## src/rtl/pspin_cfg_pkg.sv

```systemverilog
// Shared cluster configuration: command payload and tag types.
package pspin_cfg_pkg;

  localparam int unsigned CMD_NUM_TAGS = 16;
  localparam int unsigned CMD_TAG_W    = $clog2(CMD_NUM_TAGS);

  typedef logic [CMD_TAG_W-1:0] pspin_cmd_tag_t;

  typedef struct packed {
    logic [3:0]  op;
    logic [31:0] addr;
    logic [15:0] len;
  } pspin_cmd_t;

endpackage

```

## src/rtl/cmd_tag_alloc.sv

```systemverilog
// Cluster-wide tag pool: used-tag vector, owner table, lowest-free-tag search.
module cmd_tag_alloc #(
  parameter int unsigned NUM_TAGS   = 16,
  parameter int unsigned NUM_OWNERS = 8,
  localparam int unsigned TAG_W = $clog2(NUM_TAGS),
  localparam int unsigned OWN_W = (NUM_OWNERS > 1) ? $clog2(NUM_OWNERS) : 1,
  localparam int unsigned CNT_W = $clog2(NUM_TAGS + 1)
) (
  input  logic             clk_i,
  input  logic             rst_ni,
  input  logic             alloc_i,
  input  logic [OWN_W-1:0] alloc_owner_i,
  input  logic             free_i,
  input  logic [TAG_W-1:0] free_tag_i,
  output logic [TAG_W-1:0] free_tag_o,
  output logic             free_valid_o,
  output logic [OWN_W-1:0] free_owner_o,
  output logic             free_hit_o,
  output logic             free_err_o,
  output logic [CNT_W-1:0] used_cnt_o
);

  logic [NUM_TAGS-1:0] used_q, used_d;
  logic [OWN_W-1:0]    owner_q [NUM_TAGS];

  // Lowest-index free tag and in-use population count.
  always_comb begin
    free_tag_o = '0;
    for (int i = int'(NUM_TAGS) - 1; i >= 0; i--) begin
      if (!used_q[i]) free_tag_o = TAG_W'(i);
    end
    free_valid_o = ~&used_q;
    used_cnt_o   = '0;
    for (int unsigned i = 0; i < NUM_TAGS; i++) begin
      used_cnt_o = used_cnt_o + CNT_W'(used_q[i]);
    end
  end

  // Completion lookup; a free of an unused tag is reported, never applied.
  always_comb begin
    free_hit_o   = free_i & used_q[free_tag_i];
    free_err_o   = free_i & ~used_q[free_tag_i];
    free_owner_o = owner_q[free_tag_i];
    used_d       = used_q;
    if (free_hit_o) used_d[free_tag_i] = 1'b0;
    // The freed tag is still marked used in used_q, so it never equals free_tag_o.
    if (alloc_i && free_valid_o) used_d[free_tag_o] = 1'b1;
  end

  // Tag state and owner table.
  always_ff @(posedge clk_i or negedge rst_ni) begin
    if (!rst_ni) begin
      used_q <= '0;
      for (int unsigned i = 0; i < NUM_TAGS; i++) owner_q[i] <= '0;
    end else begin
      used_q <= used_d;
      if (alloc_i && free_valid_o) owner_q[free_tag_o] <= alloc_owner_i;
    end
  end

endmodule

```

## src/rtl/cluster_cmd_tracker.sv

```systemverilog
// Per-cluster command scheduler: round-robin grant gated by per-core credits
// and the tag pool, a one-entry output register and completion routing.
module cluster_cmd_tracker
  import pspin_cfg_pkg::*;
#(
  parameter int unsigned NUM_CORES    = 8,
  parameter int unsigned NUM_TAGS     = 16,
  parameter int unsigned MAX_INFLIGHT = 4,
  localparam int unsigned TAG_W = $clog2(NUM_TAGS),
  localparam int unsigned INF_W = $clog2(NUM_TAGS + 1)
) (
  input  logic                         clk_i,
  input  logic                         rst_ni,
  input  logic [NUM_CORES-1:0]         cmd_valid_i,
  output logic [NUM_CORES-1:0]         cmd_ready_o,
  input  pspin_cmd_t [NUM_CORES-1:0]   cmd_i,
  output logic                         cmd_valid_o,
  input  logic                         cmd_ready_i,
  output pspin_cmd_t                   cmd_o,
  output logic [TAG_W-1:0]             cmd_tag_o,
  input  logic                         cpl_valid_i,
  input  logic [TAG_W-1:0]             cpl_tag_i,
  output logic [NUM_CORES-1:0]         cpl_valid_o,
  output logic [INF_W-1:0]             inflight_o,
  output logic                         idle_o,
  output logic                         err_o
);

  localparam int unsigned CNT_W = $clog2(MAX_INFLIGHT + 1);
  localparam int unsigned PTR_W = (NUM_CORES > 1) ? $clog2(NUM_CORES) : 1;

  logic [CNT_W-1:0]     cnt_q [NUM_CORES];
  logic [CNT_W-1:0]     cnt_d [NUM_CORES];
  logic [PTR_W-1:0]     rr_q, rr_d;
  logic [NUM_CORES-1:0] elig, grant, cpl_valid_d;
  logic [PTR_W-1:0]     grant_idx;
  logic                 accept, out_blocked;
  logic                 cmd_valid_q;
  pspin_cmd_t           cmd_q;
  logic [TAG_W-1:0]     cmd_tag_q;
  logic [NUM_CORES-1:0] cpl_valid_q;
  logic                 err_q;

  logic [TAG_W-1:0] free_tag;
  logic             free_valid, cpl_hit, cpl_err;
  logic [PTR_W-1:0] cpl_owner;
  logic [INF_W-1:0] used_cnt;

  cmd_tag_alloc #(
    .NUM_TAGS   (NUM_TAGS),
    .NUM_OWNERS (NUM_CORES)
  ) u_tag_alloc (
    .clk_i         (clk_i),
    .rst_ni        (rst_ni),
    .alloc_i       (accept),
    .alloc_owner_i (grant_idx),
    .free_i        (cpl_valid_i),
    .free_tag_i    (cpl_tag_i),
    .free_tag_o    (free_tag),
    .free_valid_o  (free_valid),
    .free_owner_o  (cpl_owner),
    .free_hit_o    (cpl_hit),
    .free_err_o    (cpl_err),
    .used_cnt_o    (used_cnt)
  );

  // Eligibility: request, spare credit, a free tag and room in the output register.
  always_comb begin
    out_blocked = cmd_valid_q & ~cmd_ready_i;
    for (int unsigned c = 0; c < NUM_CORES; c++) begin
      elig[c] = cmd_valid_i[c] && (cnt_q[c] < CNT_W'(MAX_INFLIGHT)) && free_valid &&
                !out_blocked;
    end
  end

  // Round-robin search over eligible cores starting at rr_q.
  always_comb begin
    int unsigned idx;
    idx       = 0;
    grant     = '0;
    grant_idx = '0;
    accept    = 1'b0;
    for (int unsigned i = 0; i < NUM_CORES; i++) begin
      idx = (32'(rr_q) + i) % NUM_CORES;
      if (!accept && elig[idx]) begin
        accept     = 1'b1;
        grant[idx] = 1'b1;
        grant_idx  = PTR_W'(idx);
      end
    end
    rr_d = rr_q;
    if (accept) begin
      if (32'(grant_idx) == NUM_CORES - 1) rr_d = '0;
      else                                 rr_d = grant_idx + PTR_W'(1);
    end
  end

  // Credit counters: cnt + inc - dec, so a same-cycle accept and completion cancel.
  always_comb begin
    for (int unsigned c = 0; c < NUM_CORES; c++) begin
      cnt_d[c] = cnt_q[c];
      if (grant[c]) cnt_d[c] = cnt_d[c] + CNT_W'(1);
      if (cpl_hit && (32'(cpl_owner) == c)) cnt_d[c] = cnt_d[c] - CNT_W'(1);
    end
    cpl_valid_d = '0;
    if (cpl_hit) cpl_valid_d[cpl_owner] = 1'b1;
  end

  // Arbiter pointer, credits, output register, completion pulse and sticky error.
  always_ff @(posedge clk_i or negedge rst_ni) begin
    if (!rst_ni) begin
      rr_q        <= '0;
      for (int unsigned c = 0; c < NUM_CORES; c++) cnt_q[c] <= '0;
      cmd_valid_q <= 1'b0;
      cmd_q       <= '0;
      cmd_tag_q   <= '0;
      cpl_valid_q <= '0;
      err_q       <= 1'b0;
    end else begin
      rr_q  <= rr_d;
      cnt_q <= cnt_d;
      if (accept) begin
        cmd_valid_q <= 1'b1;
        cmd_q       <= cmd_i[grant_idx];
        cmd_tag_q   <= free_tag;
      end else if (cmd_ready_i) begin
        cmd_valid_q <= 1'b0;
      end
      cpl_valid_q <= cpl_valid_d;
      err_q       <= err_q | cpl_err;
    end
  end

  assign cmd_ready_o = grant;
  assign cmd_valid_o = cmd_valid_q;
  assign cmd_o       = cmd_q;
  assign cmd_tag_o   = cmd_tag_q;
  assign cpl_valid_o = cpl_valid_q;
  assign inflight_o  = used_cnt;
  assign idle_o      = (used_cnt == '0) && !cmd_valid_q;
  assign err_o       = err_q;

endmodule

```

## config.mk

```make
export PLATFORM = sky130hd
export DESIGN_NAME = cluster_cmd_tracker
export DESIGN_NICKNAME = d
export VERILOG_FILES = /design/src/rtl/pspin_cfg_pkg.sv /design/src/rtl/cmd_tag_alloc.sv /design/src/rtl/cluster_cmd_tracker.sv
export SDC_FILE = /design/constraint.sdc
export NUM_CORES = 1
export LEC_CHECK = 0
export ABC_AREA = 1
export CORE_AREA = 2 2 200 202
export DETAILED_ROUTE_END_ITERATION = 7
export DIE_AREA = 0 0 202 204
export MAX_ROUTING_LAYER = met4
export SLEW_MARGIN = 10
export SYNTH_ARGS = -nofsm -noshare
export SYNTH_HDL_FRONTEND = slang
export SYNTH_SLANG_ARGS = --single-unit
```

## constraint.sdc

```tcl
create_clock -name clk_i -period 15.2 [get_ports clk_i]
set_clock_uncertainty 0.1 [all_clocks]
set_input_delay 3.04 -clock clk_i [delete_from_list [all_inputs] [get_ports clk_i]]
set_output_delay 3.04 -clock clk_i [all_outputs]
set_load 0.01 [all_outputs]
```

# Word level (Yosys, flattened, before mapping)
# Index checks and enable logic that the tools add are counted.
# word_totals
regBits	157
output_inout_bits	80
word_cells	309
# op_classes
addsub	39
magnitude_cmp	34
eq_ne	8
muxes	110
bitwise_logic	18
n_reduce_logical	67
# ops
cell	n
$bmux W52 S3	1
$mux W3	28
$mux W8	9
$add A5 B1 Y5	14
$mux W4	16
$or A8 B8 Y8	7
$logic_and A1 B1 Y1	53
$mux W52	1
$bwmux W48	1
$lt A3 B4 Y1 const B	10
$mux W16	2
$add A3 B1 Y3 const B	10
$mux W1	30
$demux W1 S3	9
$ge A3 B1 Y1 const B	9
$bmux W1 S3	8
$lt A3 B3 Y1 const B	8
$sub A3 B1 Y3 const B	8
$and A16 B16 Y16	1
$not A16 Y16	1
$or A16 B16 Y16	1
$reduce_and A16 Y1	1
$eq A3 B3 Y1 const B	5
$add A3 B3 Y3 const B	4
other kinds (20)	39

# Depth between registers and ports, before layout
# Gate-level depths: netlist (run 1).
# depth
ltp_word	31
depth_mapped	28

# Hierarchy
# From an unflattened synthesis (run 1), not the netlist that was laid out.
# hier_totals
cells_unflattened	2090
hier_area_um2	13510.5
# modules_own_cells
module	n_inst	cells_per_inst	area_each_um2	seq_area_each_um2
cluster_cmd_tracker	1	1657	9839.4	2327.2
cmd_tag_alloc	1	433	3671.0	1601.5

# Worst setup path after synthesis (run 1)
# No wires, ideal clock.
# synth_path
path_type	in2out
start	in cmd_ready_i
end	out cmd_ready_o[7]
t_arrival_ns	4.846
path_slack_ns	7.214
cell_stages	15
n_path_buf	0
cell_sequence	nor2_1 -> nor3b_1 -> nand3_1 -> nand3_1 -> nand2_1 -> nand2_1 -> nand2_1 -> nand2_1 -> nor2_1 -> nand3_1 -> inv_1 -> nand2_1 -> nand3_1 -> a21oi_1 -> nand3_1
# synth_between
elab_chain_cells	28
# synth_rtl
element	line	source
start, declared	cluster_cmd_tracker.sv:18	input logic cmd_ready_i,
$not A1 Y1 (*)	cluster_cmd_tracker.sv:69	out_blocked = cmd_valid_q & ~cmd_ready_i;
$and A1 B1 Y1 (*)	cluster_cmd_tracker.sv:69	
$logic_not A1 Y1 (*)	cluster_cmd_tracker.sv:72	!out_blocked;
$logic_and A1 B1 Y1	cluster_cmd_tracker.sv:71	elig[c] = cmd_valid_i[c] && (cnt_q[c] < CNT_W'(MAX_INFLIGHT)) && free_valid &&
$bmux W1 S3	cluster_cmd_tracker.sv:85	if (!accept && elig[idx]) begin
$mux W1 (not written as such)	cluster_cmd_tracker.sv:85	
$mux W1	cluster_cmd_tracker.sv:85	
$logic_not A1 Y1	cluster_cmd_tracker.sv:85	
(+12 left out)	-	
$logic_and A1 B1 Y1	cluster_cmd_tracker.sv:85	
$mux W1	cluster_cmd_tracker.sv:85	
$logic_not A1 Y1	cluster_cmd_tracker.sv:85	
$logic_and A1 B1 Y1	cluster_cmd_tracker.sv:85	
$mux W1	cluster_cmd_tracker.sv:85	
$logic_not A1 Y1	cluster_cmd_tracker.sv:85	
$logic_and A1 B1 Y1	cluster_cmd_tracker.sv:85	
$mux W8 (*)	cluster_cmd_tracker.sv:85	
end, declared	cluster_cmd_tracker.sv:15	output logic [NUM_CORES-1:0] cmd_ready_o,
# Mark *: on every way between the ends. The rest lies on a longest branch, timed or not. The select of a mux whose other input is x is not followed.

# Worst setup path after layout (run 1)
# Same ends and word-level chain as after synthesis.

==> run_results.csv, run 1 <==
group,metric,value,unit
worst_setup_path,path_cells,"clkdlybuf4s50_1 > nor2_1 > nor3b_1 > nand3_1 > nand3_1 > nand2_1 > nand2_1 > nand2_1 > nand2_1 > nor2_1 > nand2_1 > nand2_1 > a21oi_1 > nand3_1 > a21oi_1 > nand3_1 > clkdlybuf4s50_1",
timing,setup_ws,5.37,ns
die,die_h,204,um
timing,clock.fmax,102,MHz
global_routing,antenna_found_initial,18,
worst_setup_path,cp-end-kind,"output port",
timing,hold_viol,0,
place,portBuffers,511,
global_routing,grt_pass1_wl,91.5,mm
worst_setup_path,crit_path_top_delay_cell,"clkdlybuf4s50_1",
yosys,synth_ff_type,"dfrtp_1",
timing,slew_headroom,0.307,
final_layout,nFillCells,4019,
worst_hold_path,worstHoldStart,"cmd_tag_o[1]",
worst_setup_path,cp_common_cell,"nand2_1",
worst_hold_path,hold_end,"cmd_tag_o[1]",
routing,wl,61.4,mm
die,coreArea,39200,um^2
routing,wl_met3,4.48,mm
routing,wl_met1,25.7,mm
global_routing,grt_max_degree,117,
final_layout,areaGrowthSynthToFinish,44.1,%
routing,met2_length,29.0,mm
routing,drc,0,
cts,post-cts-setup-buffers,0,
final_layout,drive_above_1_share,0.0367,
global_routing,grtUsageTotal,0.298,
final_layout,regArea,3930,um^2
timing,period_minus_slack,9.83,ns
routing,viasPerCell,5.26,
worst_setup_path,path_buf_inv,2,
yosys,yosysUniqueCellTypes,50,
worst_setup_path,crit_arrival,6.69,ns
worst_setup_path,critical_path_class,"in -> out",
run,drv_cap,0,
worst_setup_path,crit_family,"simple AND/OR/NAND/NOR gates",
yosys,syn_avg_cell_area,6.53,um^2
place,globalplace.congestion,0.936,
timing,setup_viol_count_final,0,
die,io_pins,512,
worst_setup_path,cp.required,12.06,ns
yosys,yosysTopAreaCell,"dfrtp_1",
cts,cts-resized-gates,0,
yosys,async_flop_share,1.00,
final_layout,nets,2911,
timing,worst_pin_slew,1.04,ns
timing,fin_setup_tns,0,ns
global_routing,grt-ovfl-total,0,
yosys,synth_edf_count,0,
worst_setup_path,r2r_cells,19,
yosys,syn_nets,2502,
die,die_w,202,um
routing,ant_nets,0,
yosys,ys_warn_count,0,
routing,avgRoutedWirePerCell,20.5,um
die,dieArea,41200,um^2
worst_setup_path,reg2reg_from,"rr_q[1]",
place,place_ws,5.43,ns
worst_setup_path,reg2reg_to,"cmd_o[10]",
cts,path_clk_slew,0.07,ns
timing,finalMaxSlewViolations,0,
yosys,ys_seq_area_frac,0.296,
cts,clockBufferDepth,2,
cts,cts-root-buf,"clkbuf_16",
die,start_util,0.338,
yosys,syn-cell-area,13300,um^2
yosys,ys_top_cells_by_area,"dfrtp_1 (30%), nand3_1 (22%), nand2_1 (20%)",
yosys,ys_ff_latch,157,
worst_setup_path,rrSetupSlack,8.54,ns
yosys,syn_inst,2030,
worst_hold_path,whs_path_depth,2,
cts,cts_tree,"yes",
outcome,outcome,"completed",
routing,dr.pass1.iters,6,
final_layout,multi_input_area,8280,um^2
cts,htreeDepth,4,
cts,clock-sinks,157,
global_routing,grt_pass1_vias,15400,
place,dp_hpwl,45.4,mm
routing,via_count,15800,
cts,cts_buffers,17,
timing,rsz0062_at_grt,"no",
worst_setup_path,cp-start-kind,"input pin",
timing,post-route-period-util,0.647,
worst_setup_path,slowest_delay,0.61,ns
routing,top_layer_used,"met4",
worst_setup_path,worstPathMaxFanout,8,
cts,insertion_delay,0.44,ns
worst_hold_path,hold_path_class,"reg -> reg",
cts,postCtsHoldBufs,0,
yosys,yosysTopAreaCellShare,0.296,
routing,drt_iter0_drc,1291,
die,num_rows,73,
==> worst max path at each step <==
stage,start,depth (start not counted),end
after global placement,cmd_ready_i,17,cmd_ready_o[0]
after global routing,cmd_ready_i,17,cmd_ready_o[0]
final,cmd_ready_i,17,cmd_ready_o[7]
after detailed placement,cmd_ready_i,17,cmd_ready_o[0]
after floorplan,cmd_ready_i,15,cmd_ready_o[7]
after CTS,cmd_ready_i,17,cmd_ready_o[0]
==> logic make-up after synthesis <==
group | count (synthesis) | share of synthesized area
buffers and inverters | 232 | 0.0843
AOI/OAI and AO/OA | 157 | 0.0683
and+or+nand+nor | 1406 | 0.474
muxes | 4 | 0.00302
adders and majority gates | 40 | 0.0434
xor gates and xnor gates | 34 | 0.0310
DFF | 157 | 0.296
==> per-layer routing <==
metal | global-route usage | vias up
li1 | - | 7627
met1 | 0.376 | 7399
met2 | 0.472 | 646
met3 | 0.0615 | 93
met4 | 0.114 | 0
met5 | - | -
==> per-stage QoR <==
step                      hold slack (ns)  cell area, um^2  instances   util
after floorplan                     0.354            13300       2030      -
after global placement              0.357            18400       2945  0.471
after detailed placement            0.365            18400       2945  0.471
after CTS                           0.383            19000       2977  0.486
after global routing                0.408            19100       2995  0.487
final                               0.380            19100       2996  0.487
==> placed cells by master (no fill, tap or decap), types with 12 or more instances in the layout <==
cell type        instances
nand2_1                698
nand3_1                577
clkbuf_16               17
xnor2_1                 12
nor3_1                  22
nor2_1                  50
buf_4                   13
inv_1                   89
xor2_1                  14
ha_1                    30
clkdlybuf4s50_1        510
o21ai_0                 82
a21oi_1                 21
nand4_1                 13
dfrtp_1                157
a22oi_1                 25
diode_2                 19
==> state kept, by name (all words and copies together) (netlist names) <==
| name | flops |
|---|---|
| cmd_o | 52 |
| cmd_tag_o | 4 |
| cmd_valid_o | 1 |
| cnt_q | 24 |
| cpl_valid_o | 8 |
| err_o | 1 |
| rr_q | 3 |
| u_tag_alloc.owner_q | 48 |
| u_tag_alloc.used_q | 16 |
==> cell type report <==
type	count	share of cell area
Multi-Input combinational cell	1641	0.434
Timing Repair Buffer	524	0.273
Sequential cell	157	0.206
Tap cell	525	0.0344
Clock buffer	20	0.0239
Inverter	98	0.0193
Clock inverter	12	0.00753
Antenna cell	19	0.00249
==> worst register-to-register path, stage by stage, from the launching register on <==
cell      delay, ns
dfrtp_1        0.61
clkinv_1       0.47
ha_1           0.67
inv_1          0.55
nand3_1        0.16
nand2_1        0.16
nand2_1        0.08
nand2_2        0.17
nand4_4        0.18
nor3_4         0.42
nand2_1        0.17
nand3_4        0.52
buf_4          0.77
buf_4          0.82
nand2_1        0.31
nand3_1        0.14
nand3_1        0.08
nand2_1        0.09
nand2_1        0.06
nand2_1        0.09
==> cells in the mapped netlist (2+ instances only) <==
library cell,number
buf_1,8
xnor3_1,6
nand2_4,2
xnor2_1,12
nand3_2,7
nor2_2,2
clkbuf_1,26
xor3_1,2
o22ai_1,3
nand3_1,578
inv_1,90
a21oi_1,21
dfrtp_1,157
buf_4,21
o21ai_1,10
nor3_1,22
nand3b_1,5
o21ai_2,3
mux2i_1,4
xor2_1,14
fa_1,10
o2bb2ai_1,2
o21ai_0,82
inv_2,6
nand2_2,8
nand2_1,698
a22oi_1,25
buf_2,67
nor4_1,3
or2_2,3
nor2_4,4
nand4_1,13
clkbuf_4,2
buf_6,10
ha_1,30
o21bai_1,3
nor3b_1,6
nor2_1,52
o31ai_1,2
Power of run 1 is left out: the tool's default activity adds up to more than one toggle a clock period on the data nets, which glitch-free logic cannot reach.
==> run 2: changes to the inputs <==
PLACE_DENSITY = 0.67   (was unset)
clock period = 8 ns   (was 15.2 ns; I/O delays follow)
==> run 2 against run 1 <==
Against the previous run:
- design area grew 0.45%
- core utilization grew 0.22 points
- register-to-register slack lost 6.5 ns
- sequential cell count is the same
- highest routed layer unchanged
- critical path depth is the same
- count of clock-buffer cells in the layout shrank 3
- die area is the same
- global-route usage grew 0.27 points
- worst hold slack lost 0.0026 ns
- sequential share of layout area shrank 0.093 points
==> run_results.csv, run 2 (synthesis results as in run 1) <==
group,metric,value,unit
final_layout,largest_reg_flops,52,
cts,cts-resized-gates,0,
global_routing,antenna_found_initial,7,
final_layout,regArea,3930,um^2
cts,cts_tree,"yes",
global_routing,grt_max_degree,178,
cts,insertion_delay,0.47,ns
timing,slew_headroom,0.165,
cts,path_clk_slew,0.07,ns
final_layout,drive_above_1_share,0.0399,
worst_setup_path,path_cells,"clkdlybuf4s50_1 > nor2_1 > nor3b_1 > nand3_1 > nand3_1 > nand2_1 > nand2_1 > nand2_1 > nand2_1 > nor2_1 > nand3_1 > inv_1 > nand2_1 > nand3_1 > a21oi_1 > nand3_1 > clkdlybuf4s50_1",
cts,cts-root-buf,"clkbuf_16",
global_routing,grt-ovfl-total,0,
timing,setup_ws,1.18,ns
die,die_w,202,um
worst_setup_path,cp.required,6.30,ns
routing,drc,0,
global_routing,grtUsageTotal,0.301,
final_layout,nets,2918,
worst_setup_path,crit_arrival,5.12,ns
timing,worst_pin_slew,1.25,ns
routing,ant_nets,0,
place,dp_hpwl,46.2,mm
routing,wl,61.5,mm
cts,htreeDepth,4,
global_routing,grt_pass1_vias,15300,
die,die_h,204,um
cts,postCtsHoldBufs,0,
timing,finalMaxSlewViolations,0,
die,dieArea,41200,um^2
worst_setup_path,reg2reg_from,"rr_q[1]",
die,io_pins,512,
timing,post-route-period-util,0.852,
routing,drt_iter0_drc,1852,
worst_hold_path,hold_path_class,"reg -> reg",
outcome,outcome,"completed",
worst_setup_path,crit_path_top_delay_cell,"clkdlybuf4s50_1",
worst_setup_path,crit_start,"cmd_ready_i",
timing,rsz0062_at_grt,"no",
timing,hold_viol,0,
worst_setup_path,critical_path_class,"in -> out",
die,start_util,0.338,
final_layout,multi_input_area,8280,um^2
final_layout,nFillCells,3979,
place,place_ws,1.29,ns
final_layout,mostFrequentLayoutCell,"nand2_1",
routing,avgRoutedWirePerCell,20.6,um
cts,cts_buffers,17,
final_layout,areaGrowthSynthToFinish,44.8,%
routing,viasPerCell,5.35,
routing,via_count,16000,
timing,setup_viol_count_final,0,
worst_setup_path,cp-start-kind,"input pin",
global_routing,grt_pass1_wl,92.2,mm
timing,clock.fmax,147,MHz
run,drv_cap,0,
die,coreArea,39200,um^2
worst_setup_path,slowest_delay,0.61,ns
die,num_rows,73,
worst_setup_path,cp-end-kind,"output port",
place,portBuffers,511,
cts,post-cts-setup-buffers,0,
worst_setup_path,worstPathMaxFanout,8,
timing,fin_setup_tns,0,ns
final_layout,layout_common_cells,"nand2_1 (698), nand3_1 (577), clkdlybuf4s50_1 (510), dfrtp_1 (157), inv_1 (89)",
cts,clock-sinks,157,
worst_hold_path,worstHoldStart,"cmd_tag_o[1]",
cts,clockBufferDepth,2,
place,globalplace.congestion,0.972,
timing,period_minus_slack,6.82,ns
routing,dr.pass1.iters,6,
==> run 2: cell count changes in the layout (fill, tap and decap cells not counted) <==
cell       delta
diode_2      -12
bufinv_16     -1
clkbuf_1      -1
clkinv_8      +5
inv_12        +1
buf_12        +4
inv_8         -2
clkbuf_8      -2
buf_4         +3
==> run 2: worst paths after layout <==
kind,endpoint,slack (ns),cells past startpoint
worst max register to register,cmd_o[21],2.08,20
min in group asynchronous,cnt_q[8],1.06,1
worst min-delay path,cmd_tag_o[1],0.38,2
max in group asynchronous,u_tag_alloc.owner_q[30],4.96,3
worst max-delay path,cmd_ready_o[1],1.18,17
worst min register to register,cmd_tag_o[1],0.38,2
==> run 2: metal layers <==
layer / wire, um / GRT usage / vias up
li1: - / - / 7636
met1: 26100 / 0.393 / 7577
met2: 29100 / 0.479 / 701
met3: 4460 / 0.0480 / 84
met4: 1800 / 0.0961 / 0
met5: 0 / - / -
==> run 2: critical path, delay by kind of cell <==
family          cells  cell delay (ns)
simple gates       13             2.14
buf+inv             3             1.31
compound gates      1             0.06
==> run 2: layout make-up <==
class | instances | area share
Inverter | 98 | 0.0192
Clock buffer | 17 | 0.0222
Timing Repair Buffer | 531 | 0.277
Clock inverter | 15 | 0.00985
Tap cell | 525 | 0.0342
Antenna cell | 7 | 0.000913
Multi-Input combinational cell | 1641 | 0.432
Sequential cell | 157 | 0.205
==> run 2: through the flow <==
step / util / instance area [um^2] / hold WS (ns) / instances
2_1_floorplan: - / 13300 / 0.354 / 2030
3_3_place_gp: 0.473 / 18600 / 0.359 / 2952
3_5_place_dp: 0.473 / 18600 / 0.364 / 2952
4_1_cts: 0.489 / 19200 / 0.382 / 2984
5_1_grt: 0.490 / 19200 / 0.396 / 2991
6_report: 0.490 / 19200 / 0.378 / 2991
Power of run 2 is left out for the same reason.
